### src/rtl/quire_accum_param_pkg.sv
// posit_defines: quire geometry helpers and the per-term marker struct shared by the quire slice.
package posit_defines;

    function automatic int nqmin(input int n, input int es);
        return (1 << (es + 2)) * (n - 2) + 1;
    endfunction

    function automatic int quire_width(input int n, input int es, input int log_nb);
        return nqmin(n, es) + log_nb;
    endfunction

    // Bit index of 2^0 inside the quire.
    function automatic int bpp(input int n, input int es);
        return (nqmin(n, es) - 1) / 2;
    endfunction

    typedef struct packed {
        logic sign;
        logic zero;
        logic nar;
        logic sow;
        logic eow;
    } quire_term_t;

endpackage

### src/rtl/quire_align_shift.sv
// quire_align_shift: places an unsigned fraction at its quire bit position using a signed barrel shift.
module quire_align_shift #(
    parameter int FRAC_W  = 12,
    parameter int FRAC_FB = 10,
    parameter int SCALE_W = 5,
    parameter int QUIRE_W = 35,
    parameter int BPP     = 12
) (
    input  logic [FRAC_W-1:0]         fraction,
    input  logic signed [SCALE_W-1:0] scale,
    output logic [QUIRE_W-1:0]        term
);

    logic signed [31:0] idx;
    logic [QUIRE_W-1:0] ext;

    // Negative index shifts right, dropping bits below the quire LSB.
    always_comb begin
        idx  = 32'(scale) + 32'(BPP - FRAC_FB);
        ext  = QUIRE_W'(fraction);
        term = idx[31] ? ext >> (-idx) : ext << idx;
    end

endmodule

### src/rtl/quire_accum_param.sv
// quire_accum_param: two-stage exact posit quire accumulator with sticky NaR and saturating overflow.
module quire_accum_param
    import posit_defines::*;
#(
    parameter int POSIT_WIDTH  = 8,
    parameter int ES           = 0,
    parameter int LOG_NB_ACCUM = 10,
    parameter int FRAC_W       = 12,
    parameter int FRAC_FB      = 10,
    parameter int SCALE_W      = 5,
    parameter int OUT_MODE     = 0,
    localparam int QUIRE_W     = quire_width(POSIT_WIDTH, ES, LOG_NB_ACCUM)
) (
    input  logic                      clk,
    input  logic                      rst_n,
    input  logic                      rts_i,
    output logic                      rtr_o,
    input  logic                      sow_i,
    input  logic                      eow_i,
    input  logic [FRAC_W-1:0]         fraction_i,
    input  logic signed [SCALE_W-1:0] scale_i,
    input  logic                      sign_i,
    input  logic                      zero_i,
    input  logic                      NaR_i,
    input  logic                      rtr_i,
    output logic                      rts_o,
    output logic                      sow_o,
    output logic                      eow_o,
    output logic [QUIRE_W-1:0]        data_o,
    output logic                      sign_o,
    output logic                      zero_o,
    output logic                      NaR_o,
    output logic                      ovf_o
);

    localparam int BPP = bpp(POSIT_WIDTH, ES);

    logic               process_en, accept, v1, nar_q, ovf_q, zero_q, ovf_base, ovf_sum, ovf_new;
    logic [QUIRE_W-1:0] term, term1, acc, base, sat, nxt;
    logic [QUIRE_W+1:0] sum;
    quire_term_t        m1;

    assign process_en = rtr_i | ~rts_o;
    assign accept     = rts_i & rtr_o & process_en;

    quire_align_shift #(
        .FRAC_W (FRAC_W),
        .FRAC_FB(FRAC_FB),
        .SCALE_W(SCALE_W),
        .QUIRE_W(QUIRE_W),
        .BPP    (BPP)
    ) u_align (
        .fraction(fraction_i),
        .scale   (scale_i),
        .term    (term)
    );

    // Two guard bits make the sum wide enough that the top three bits disagree exactly on overflow.
    always_comb begin
        base     = m1.sow ? '0 : acc;
        ovf_base = ~m1.sow & ovf_q;
        sum      = {{2{base[QUIRE_W-1]}}, base} + (m1.sign ? -{2'b0, term1} : {2'b0, term1});
        ovf_sum  = ~((sum[QUIRE_W+1:QUIRE_W-1] == 3'b000) | (sum[QUIRE_W+1:QUIRE_W-1] == 3'b111));
        sat      = sum[QUIRE_W+1] ? {1'b1, {(QUIRE_W-1){1'b0}}} : {1'b0, {(QUIRE_W-1){1'b1}}};
        ovf_new  = ~m1.nar & ~m1.zero & ~ovf_base & ovf_sum;
        nxt      = m1.nar ? acc : (m1.zero | ovf_base) ? base : ovf_sum ? sat : sum[QUIRE_W-1:0];
    end

    always_ff @(posedge clk) begin
        if (!rst_n) begin
            rtr_o  <= 1'b0;
            rts_o  <= 1'b0;
            v1     <= 1'b0;
            term1  <= '0;
            m1     <= '0;
            acc    <= '0;
            nar_q  <= 1'b0;
            ovf_q  <= 1'b0;
            zero_q <= 1'b0;
            sow_o  <= 1'b0;
            eow_o  <= 1'b0;
        end else begin
            rtr_o <= process_en;
            if (process_en) begin
                v1 <= accept;
                if (accept) begin
                    term1 <= term;
                    m1    <= '{sign: sign_i, zero: zero_i, nar: NaR_i, sow: sow_i, eow: eow_i};
                end
                rts_o <= v1 & ((OUT_MODE == 0) | m1.eow);
                if (v1) begin
                    acc    <= nxt;
                    zero_q <= ~|nxt;
                    nar_q  <= (~m1.sow & nar_q) | m1.nar;
                    ovf_q  <= ovf_base | ovf_new;
                    sow_o  <= (OUT_MODE != 0) ? m1.eow : m1.sow;
                    eow_o  <= m1.eow;
                end
            end
        end
    end

    assign data_o = acc;
    assign sign_o = acc[QUIRE_W-1];
    assign zero_o = zero_q;
    assign NaR_o  = nar_q;
    assign ovf_o  = ovf_q;

endmodule
### config.mk
export PLATFORM = sky130hd
export DESIGN_NAME = quire_accum_param
export DESIGN_NICKNAME = d
export VERILOG_FILES = /design/src/rtl/quire_accum_param_pkg.sv /design/src/rtl/quire_align_shift.sv /design/src/rtl/quire_accum_param.sv
export SDC_FILE = /design/constraint.sdc
export NUM_CORES = 1
export LEC_CHECK = 0
export ABC_AREA = 1
export CORE_MARGIN = 8
export CORE_UTILIZATION = 49
export CTS_BUF_LIST = sky130_fd_sc_hd__clkbuf_4
export DETAILED_ROUTE_END_ITERATION = 10
export PLACE_DENSITY = 0.81
export SKIP_LAST_GASP = 1
export SYNTH_ARGS = -nofsm -noshare
export SYNTH_HDL_FRONTEND = slang
export SYNTH_HIERARCHICAL = 1
export SYNTH_SLANG_ARGS = --single-unit
### constraint.sdc
create_clock -name clk -period 6.1 [get_ports clk]
set_input_delay 1.22 -clock clk [delete_from_list [all_inputs] [get_ports clk]]
set_output_delay 1.22 -clock clk [all_outputs]
set_load 0.005 [all_outputs]
# Yosys cells after proc, flatten, opt, wreduce, memory -nomap -nowiden
# Cells that the tools add are included.
[op_classes]
shift = 2
muxes = 7
add_sub_neg = 4
n_reduce_logical = 5
n_bitwise = 18
eq_ne = 1
[op_table]
columns = ["operator", "n"]
rows = [
  ["35-bit two-way mux", 6],
  ["37-bit adder", 1],
  ["37-bit two-way mux", 1],
  ["35-bit negation with 37-bit output", 1],
  ["35-bit OR reduction", 1],
  ["12-bit by 32-bit << shifter with 35-bit output", 1],
  ["12-bit by 32-bit right shift with 35-bit output", 1],
  ["32-bit negation", 1],
  ["1-bit bitwise AND", 7],
  ["5-bit by 3-bit adder with 6-bit output (second input constant)", 1],
  ["1-bit NOT", 6],
  ["1-bit bitwise OR", 5],
  ["2-bit AND reduction", 2],
  ["3-bit equality test (second input constant)", 1],
  ["3-bit zero test", 1],
  ["1-bit zero test", 1],
]
[totals]
inputBits = 26
word_cells = 52
out_inout_bits = 43
register_bits = 83

# Depth between registers and ports, before layout
# Gate-level depths: netlist of the first run.
[logic_depth]
word_depth = 10
ltp_mapped = 36
mapped_depth_nobuf = 35

# Modules after synthesis
# The synthesis of the first run kept the hierarchy.
[modules_own_cells]
columns = ["module", "seq_area_each_um2", "cells_each", "area_each_um2", "n_inst"]
rows = [
  ["quire_accum_param", 1661.6, 1175, 7085.5, 1],
  ["quire_align_shift", 0.0, 399, 1875.5, 1],
]

# Worst setup path after synthesis of the first run
# No wires, ideal clock.
[synth_timing]
path_kind = "register to register"
start = "register term1[0]"
end = "register zero_q, in the netlist zero_o"
synth_period_minus_slack_ns = 4.267
n_path_buf = 1
stages_incl_launch_ff = 30
setup_ns = 0.070
required_time_ns = 6.030
t_arrival_ns = 4.196
setup_slack_ns = 1.833
path_cell_list = "dfxtp_1 > nor3_1 > nor3b_1 > nand3_1 > nor3_1 > nand3_1 > nor3_2 > inv_1 > o31ai_1 > a21boi_1 > o21ai_1 > xor2_1 > ha_1 > nand2_1 > inv_1 > nand3_1 > nor4_1 > a21oi_1 > nand2_1 > nand2_2 > a21oi_4 > buf_6 > nand2_1 > o21ai_1 > nand2_1 > nor2_1 > nand3_1 > nand2_1 > nand4_1 > a21oi_1"
[synth_between]
elab_chain_len = 10
[synth_lines]
columns = ["item", "line", "text"]
rows = [
  ["start, declared", "quire_accum_param.sv:39", "logic [QUIRE_W-1:0] term, term1, acc, base, sat, nxt;"],
  ["start signal, assigned", "quire_accum_param.sv:87", "term1 <= term;"],
  ["35-bit negation with 37-bit output", "quire_accum_param.sv:62", "sum = {{2{base[QUIRE_W-1]}}, base} + (m1.sign ? -{2'b0, term1} : {2'b0, term1});"],
  ["37-bit two-way mux *", "quire_accum_param.sv:62", ""],
  ["37-bit adder *", "quire_accum_param.sv:62", ""],
  ["3-bit equality test or 3-bit zero test (tied branches)", "quire_accum_param.sv:63", "ovf_sum = ~((sum[QUIRE_W+1:QUIRE_W-1] == 3'b000) | (sum[QUIRE_W+1:QUIRE_W-1] == 3'b111));"],
  ["1-bit bitwise OR", "quire_accum_param.sv:63", ""],
  ["35-bit two-way mux * (3 in a row)", "quire_accum_param.sv:66", "nxt = m1.nar ? acc : (m1.zero | ovf_base) ? base : ovf_sum ? sat : sum[QUIRE_W-1:0];"],
  ["35-bit OR reduction *", "quire_accum_param.sv:93", "zero_q <= ~|nxt;"],
  ["1-bit zero test *", "quire_accum_param.sv:93", ""],
  ["end signal, assigned", "quire_accum_param.sv:93", ""],
  ["end, declared", "quire_accum_param.sv:38", "logic process_en, accept, v1, nar_q, ovf_q, zero_q, ovf_base, ovf_sum, ovf_new;"],
]
# Mark *: on every way between the ends. The rest lies on a longest branch, timed or not.
# A chain may end at the register's enable or synchronous reset.

# Final worst setup path of the first run
# Ends and elaborated chain as after synthesis.

==> results of run 1 <==
-- routing by layer --
| metal | track usage, % | vias up | share of wire (%) | wire length [µm] |
|---|---|---|---|---|
| met1 | 29.1 | 4422 | 43 | 11300 |
| met4 | 11.7 | 0 | 3.6 | 959 |
| met5 | 0 | - | 0 | 0 |
| li1 | - | 5193 | - | - |
| met3 | 2.93 | 68 | 7.7 | 2040 |
| met2 | 38.8 | 418 | 46 | 12100 |
-- sequential cells by signal, indices dropped and copies added (netlist names) --
signal  cells
eow_o       1
zero_o      1
rtr_o       1
data_o     35
sow_o       1
m1          5
ovf_o       1
v1          1
rts_o       1
NaR_o       1
term1      35
-- cell type report --
type / instances / area [µm²]
clock inverter: 7 / 92.6
timing repair buffer: 83 / 801
clock buffer: 9 / 67.6
antenna: 1 / 2.50
inverter: 152 / 576
multi-input combinational: 1273 / 6440
fill: 1859 / 8030
sequential: 83 / 1660
tap: 229 / 287
-- power by group through the flow --
stage | Sequential (µW) | Combinational (µW) | Clock [µW]
finish | 619 | 921 | 366
CTS | 618 | 906 | 369
detailed placement | 630 | 902 | 0
global placement | 629 | 890 | 0
global route | 625 | 1040 | 388
floorplan | 616 | 680 | 0
-- path summary, 6_finish.rpt --
check	endpoint	from	slack (ps)
hold reg to reg	v1	v1	470
setup reg to reg	zero_o	term1[0]	800
hold / removal	v1	v1	470
setup / recovery	zero_o	term1[0]	800
-- through the flow --
stage | setup WS (ps) | hold slack, ps
2_1_floorplan | 1830 | 444
3_3_place_gp | 946 | 450
3_5_place_dp | 798 | 459
4_1_cts | 774 | 478
5_1_grt | 101 | 517
6_report | 796 | 473
-- repair_timing --
action                                  4_1_cts  5_1_grt
endpoints found under the setup margin        0        1
hold endpoints to repair                      0        0
hold buffers                                  0        0
resized for setup                             0        2
-- cell families after synthesis --
kind of cell    Yosys count  share of synthesized area (%)
buf+inv                 218                           9.73
compound gates          326                           19.5
fa+ha+maj                48                           6.79
xor+xnor                 64                           6.26
flops                    83                           18.5
simple gates            835                           39.2
-- Yosys cell counts, drive strengths merged --
cell type  instances
o31ai              3
a21oi            119
nand4             22
a31oi              5
nand3b             2
a211oi             3
o21bai             6
ha                47
nand3            113
or2                5
a21boi             2
xor2              39
nor3              17
nor2             231
nand2            436
buf               21
dfxtp             83
o21ai            177
inv              146
nor3b              1
a22oi              1
fa                 1
nor4               6
clkbuf            45
a21o               4
xnor2             25
o21a               2
clkinv             6
o211ai             3
o221ai             1
and3               2
-- worst reg2reg max path: cells and delay by family (launching register included) --
kind,cells,cell delay (ps)
and+or+nand+nor,22,2990
buffers and inverters,2,240
DFF,1,350
AOI/OAI and AO/OA,5,1120
xor gates and xnor gates,1,180
adders and majority gates,1,370
==> results.md, run 1 <==
- Standard-cell row count: between 40 and 50
- Starting density of the core: roughly 50%
- Largest delay contributor family on the critical path: simple AND/OR/NAND/NOR gates
- Maximum level of the CTS H-tree: 3
- Yosys warns: 6
- Largest stage delay, worst path: 370 ps
- Overall global routing resource usage: 23.3%
- Buffer levels on the longest clock path: 2
- Relative contribution of combinational cells to total power: between 40% and 50%
- TritonRoute pass-1 iters: 6
- Max-cap violation count: 0
- Number of stages on the worst hold path: 2
- Clock Latency Late Sink: 480 ps
- Min Tclk post-route: between 5000 and 6000 ps
- Fin nets: approximately 1700
- Total count of hold-check failures in the final report: 0
- RSZ-0062 raised after global routing: no
- Vias in the first global route: 9391
- Overall die area: 0.0229 mm²
- Reg clk slew, reported paths: 150 ps
- Required time of the critical path: 6520 ps
- Starting DRC count in detailed routing: 861
- Sum of routed wire length over all layers: 26400 µm
- Most common library cell in the layout ignoring fill and taps: nand2_1
- Clk pwr share: 19.2%
- Count of unresolved DRC violations after routing: 0
- Overall power after layout: 1910 µW
- DIE WIDTH: 151 µm
- Kind of start point of the critical path: flop
- Final cell count without fillers: 1837
- Flops & latches, synth: 83
- Gr ovfl total: 0
- Max IR drop VDD: about 0.17 mV
- Setup repair bufs after CTS: 0
- WP buf/inv: 2
- Class of the tightest hold or removal check: flop to flop
- Number of cells in the design after placement: 1820
- Levels on crit path: 31
- Antenna violations before repair: 1
- FMAX: around 190 MHz
- Clock Root Buffer: clkbuf_4
- Wire length of the first global-routing pass: 44000 µm
- # clock sinks: 83
- Number of cells produced by synthesis: 1574
- Placed inst area: 0.00976 mm²
- Vias per std cell: 5.50
- Final number of setup-violating endpoints: 0
- Maximum number of pins on one net before global-route repair: 71
- Cell Pwr Density: approximately 190 mW/mm²
- Post-detail-place hpwl: 21400 µm
- Share of the yosys chip area belonging to registers: 18.5%
- Total leakage power: about 0.0048 µW
- Relative area change from synthesis to final layout: 10.8%
- Crit path capture type: flop
- Reg power frac: 32.5%
- Syn avg cell area: 5.69 µm²
- WP data arrival: 5720 ps
- Post-synth net total: 1648
- PortBufs: 68
- Post-route ant nets: 0
- Final TNS setup: 0 ps
- Category of the most critical setup path: flop to flop
- Core Util, Final: 55.3%
- Crit path max fanout: 24
- Cell type contributing the most total cell area after synthesis: dfxtp_1
- Routability-driven placement congestion ratio: around 1
- Pint: 1070 µW
- Count of different cell masters after synthesis: 47
- Status: finished, final reports clean
- Top cell type's share of synthesized area: 18.5%
- Area of the core region: 0.0180 mm²
- Total I/O pin count: 69
- Post-route standard cell area excluding fillers: 0.00993 mm²
- Biggest area contributors in the synthesized netlist: dfxtp_1 19%, nand2_1 18%, nor2_1 9.4%
- Routed length per instance: approximately 14 µm
- Most frequent cells in the layout: 421 x nand2_1, 223 x nor2_1, 156 x o21ai_0, 143 x inv_1, 117 x a21oi_1
- TritonCTS clock tree: yes
- Cell type of the slowest stage on the worst timing path: ha_1
- Worst clock skew: ~24 ps
- Worst slew pin tran: 808 ps
- Clock buffers created by TritonCTS: 9
- Proportion of total power due to net switching: 44.0%
- Fraction of layout cells with a size suffix above 1: around 5.0%
- Worst slew margin relative to its limit: between 40% and 50%
- Most frequent cell on the critical path: nand2_1
- Area of the mapped netlist: around 0.0090 mm²
- Switch Pwr: 838 µW
- Die H: around 150 µm
- Post-route clock period utilization: 86.9%
- Max Transition Viols Final: 0
- Worst reg2reg path depth: 31
- Total number of vias: about 10000
No activity file was read; power rests on OpenSTA's default activity.
==> inputs of run 2 (changes only) <==
--- a/config.mk
+++ b/config.mk
@@ -7,10 +7,10 @@
 export LEC_CHECK = 0
 export ABC_AREA = 1
 export CORE_MARGIN = 8
-export CORE_UTILIZATION = 49
+export CORE_UTILIZATION = 60
 export CTS_BUF_LIST = sky130_fd_sc_hd__clkbuf_4
 export DETAILED_ROUTE_END_ITERATION = 10
-export PLACE_DENSITY = 0.81
+export PLACE_DENSITY = 0.94
 export SKIP_LAST_GASP = 1
 export SYNTH_ARGS = -nofsm -noshare
 export SYNTH_HDL_FRONTEND = slang
==> results.md, run 2 (synthesis gave the netlist of run 1 again) <==
- Clock Root Buffer: clkbuf_4
- Worst setup path startpoint: term1[0]
- WP data arrival: 5880 ps (+160 ps)
- Starting density of the core: 61.4% (+12 points)
- Clock buffers created by TritonCTS: 9 (unchanged)
- Max IR drop VDD: 0.123 mV (-26%)
- Reg clk slew, reported paths: 150 ps (about the same)
- Placed inst area: 0.00968 mm² (-0.81%)
- Standard-cell row count: 44 (-10%)
- PortBufs: 68 (unchanged)
- Most common library cell in the layout ignoring fill and taps: nand2_1
- Vias per std cell: 5.87 (+6.7%)
- Gr ovfl total: 0 (unchanged)
- Category of the most critical setup path: flop to flop
- Max-cap violation count: 0 (unchanged)
- Overall die area: 0.0191 mm² (-16%)
- Maximum number of pins on one net before global-route repair: 71 (unchanged)
- Combined area of the multi-input logic cells: 0.00644 mm² (about the same)
- Min Tclk post-route: 5480 ps (+176 ps)
- Most frequent cell on the critical path: nand2_1
- Kind of start point of the critical path: flop
- Final cell count without fillers: 1789 (-2.6%)
- Cell type of the slowest stage on the worst timing path: ha_1
- Routed length per instance: 15.3 µm (+6.8%)
- Worst r2r src: term1[0]
- Cell Pwr Density: 199 mW/mm² (+3.8%)
- Worst slew pin tran: 826 ps (+18.6 ps)
- Required time of the critical path: 6500 ps (-20 ps)
- WP buf/inv: 3 (+1)
- Total I/O pin count: 69 (unchanged)
- Antenna violations before repair: 1 (unchanged)
- Buffer levels on the longest clock path: 2 (unchanged)
- Routability-driven placement congestion ratio: 0.992 (-0.46%)
- Max Transition Viols Final: 0 (unchanged)
- Clock Latency Late Sink: 490 ps (about the same)
- TritonCTS clock tree: yes
- TritonRoute pass-1 iters: 8 (+2)
- Area of the core region: 0.0146 mm² (-19%)
- Relative area change from synthesis to final layout: 10.2%
- Total number of vias: 10500 (+3.9%)
- Vias in the first global route: 9757 (+3.9%)
- FMAX: 182 MHz (-3.2%)
- Post-route clock period utilization: 89.8% (+2.9 points)
- # clock sinks: 83 (unchanged)
- Post-detail-place hpwl: 21900 µm (+2.4%)
- Final TNS setup: 0 ps (unchanged)
- Fin nets: 1673 (-0.18%)
- Count of unresolved DRC violations after routing: 0 (unchanged)
- Crit path capture type: flop
- RSZ-0062 raised after global routing: no
- Post-route standard cell area excluding fillers: 0.00987 mm² (-0.60%)
- Starting DRC count in detailed routing: 1025 (+19%)
- Total leakage power: 0.00480 µW (+0.26%)
- Worst clock skew: 30.2 ps (+6.54 ps)
- Status: finished, final reports clean
- Worst slew margin relative to its limit: 44.8% (-1.3 points)
- Post-route ant nets: 0 (unchanged)
- DIE WIDTH: 138 µm (-8.6%)
- Final number of setup-violating endpoints: 0 (unchanged)
- Largest delay contributor family on the critical path: simple AND/OR/NAND/NOR gates
- Crit path max fanout: 24 (unchanged)
- Number of cells in the design after placement: 1772 (-2.6%)
- Class of the tightest hold or removal check: flop to flop
- Largest stage delay, worst path: 360 ps (about the same)
- Overall global routing resource usage: 27.7% (+4.4 points)
- Start point of the worst hold path: sow_o
- Fraction of layout cells with a size suffix above 1: 4.86% (-0.18 points)
- Hold buffer count at CTS: 0 (unchanged)
- Die H: 138 µm (-8.6%)
- Maximum level of the CTS H-tree: 3 (unchanged)
- Setup repair bufs after CTS: 0 (unchanged)
- Sequential cell area in the final layout: 0.00166 mm² (unchanged)
- Wire length of the first global-routing pass: 45400 µm (+3.3%)
- Most frequent cells in the layout: 421 x nand2_1, 223 x nor2_1, 156 x o21ai_0, 144 x inv_1, 117 x a21oi_1
- Sum of routed wire length over all layers: 27500 µm (+4.1%)
- Total of cells resized after clock tree synthesis: 0 (unchanged)
- Total count of hold-check failures in the final report: 0 (unchanged)
- Fill cell count: 1375 (-26%)
==> run 2: metrics by stage <==
| step | worst slack [ps] | hold WS, ps | util [%] | power (µW) |
|---|---|---|---|---|
| 4_1_cts | 770 | 487 | 67.7 | 1950 |
| 5_1_grt | 36.7 | 511 | 67.7 | 2100 |
| 3_5_place_dp | 872 | 467 | 66.4 | 1540 |
| 3_3_place_gp | 953 | 448 | 66.4 | 1510 |
| 2_1_floorplan | 1830 | 444 | - | 1300 |
| 6_report | 620 | 481 | 67.7 | 1970 |
==> run 2: path summary, 6_finish.rpt <==
kind	cells past startpoint	endpoint	slack, ps
setup / recovery	30	zero_o	620
hold / removal	2	sow_o	480
setup reg to reg	30	zero_o	620
hold reg to reg	2	sow_o	480
==> run 2: metal layers <==
metal  vias up  routed length (µm)  GRT usage [%]
met3        99                2550           5.17
met2       526               12800           46.7
met1      4694               10900           32.9
met5         -                   0              0
met4         0                1200           14.3
li1       5179                   -              -
==> run 2: layout make-up <==
type / count / share of cell area, %
antenna: 1 / 0.0253
clock buffer: 10 / 0.760
clock inverter: 6 / 1.14
inverter: 152 / 5.79
multi-input combinational: 1273 / 65.2
sequential: 83 / 16.8
tap: 184 / 2.33
timing repair buffer: 80 / 7.88
==> run 2: worst reg2reg max path: cells and delay by family (launching register included) <==
family / cells / cell delay (ps)
XOR/XNOR: 1 / 160
AND/OR/NAND/NOR: 17 / 2430
adder cells (fa/ha/maj): 1 / 360
AO/OA/AOI/OAI: 8 / 1750
buffers and inverters: 3 / 370
flip-flops: 1 / 340
==> run 2: power breakdown <==
part | internal [µW] | switching, µW | total, µW
combinational | 326 | 606 | 931
sequential | 576 | 46.1 | 623
clock | 213 | 200 | 413
total | 1120 | 851 | 1970
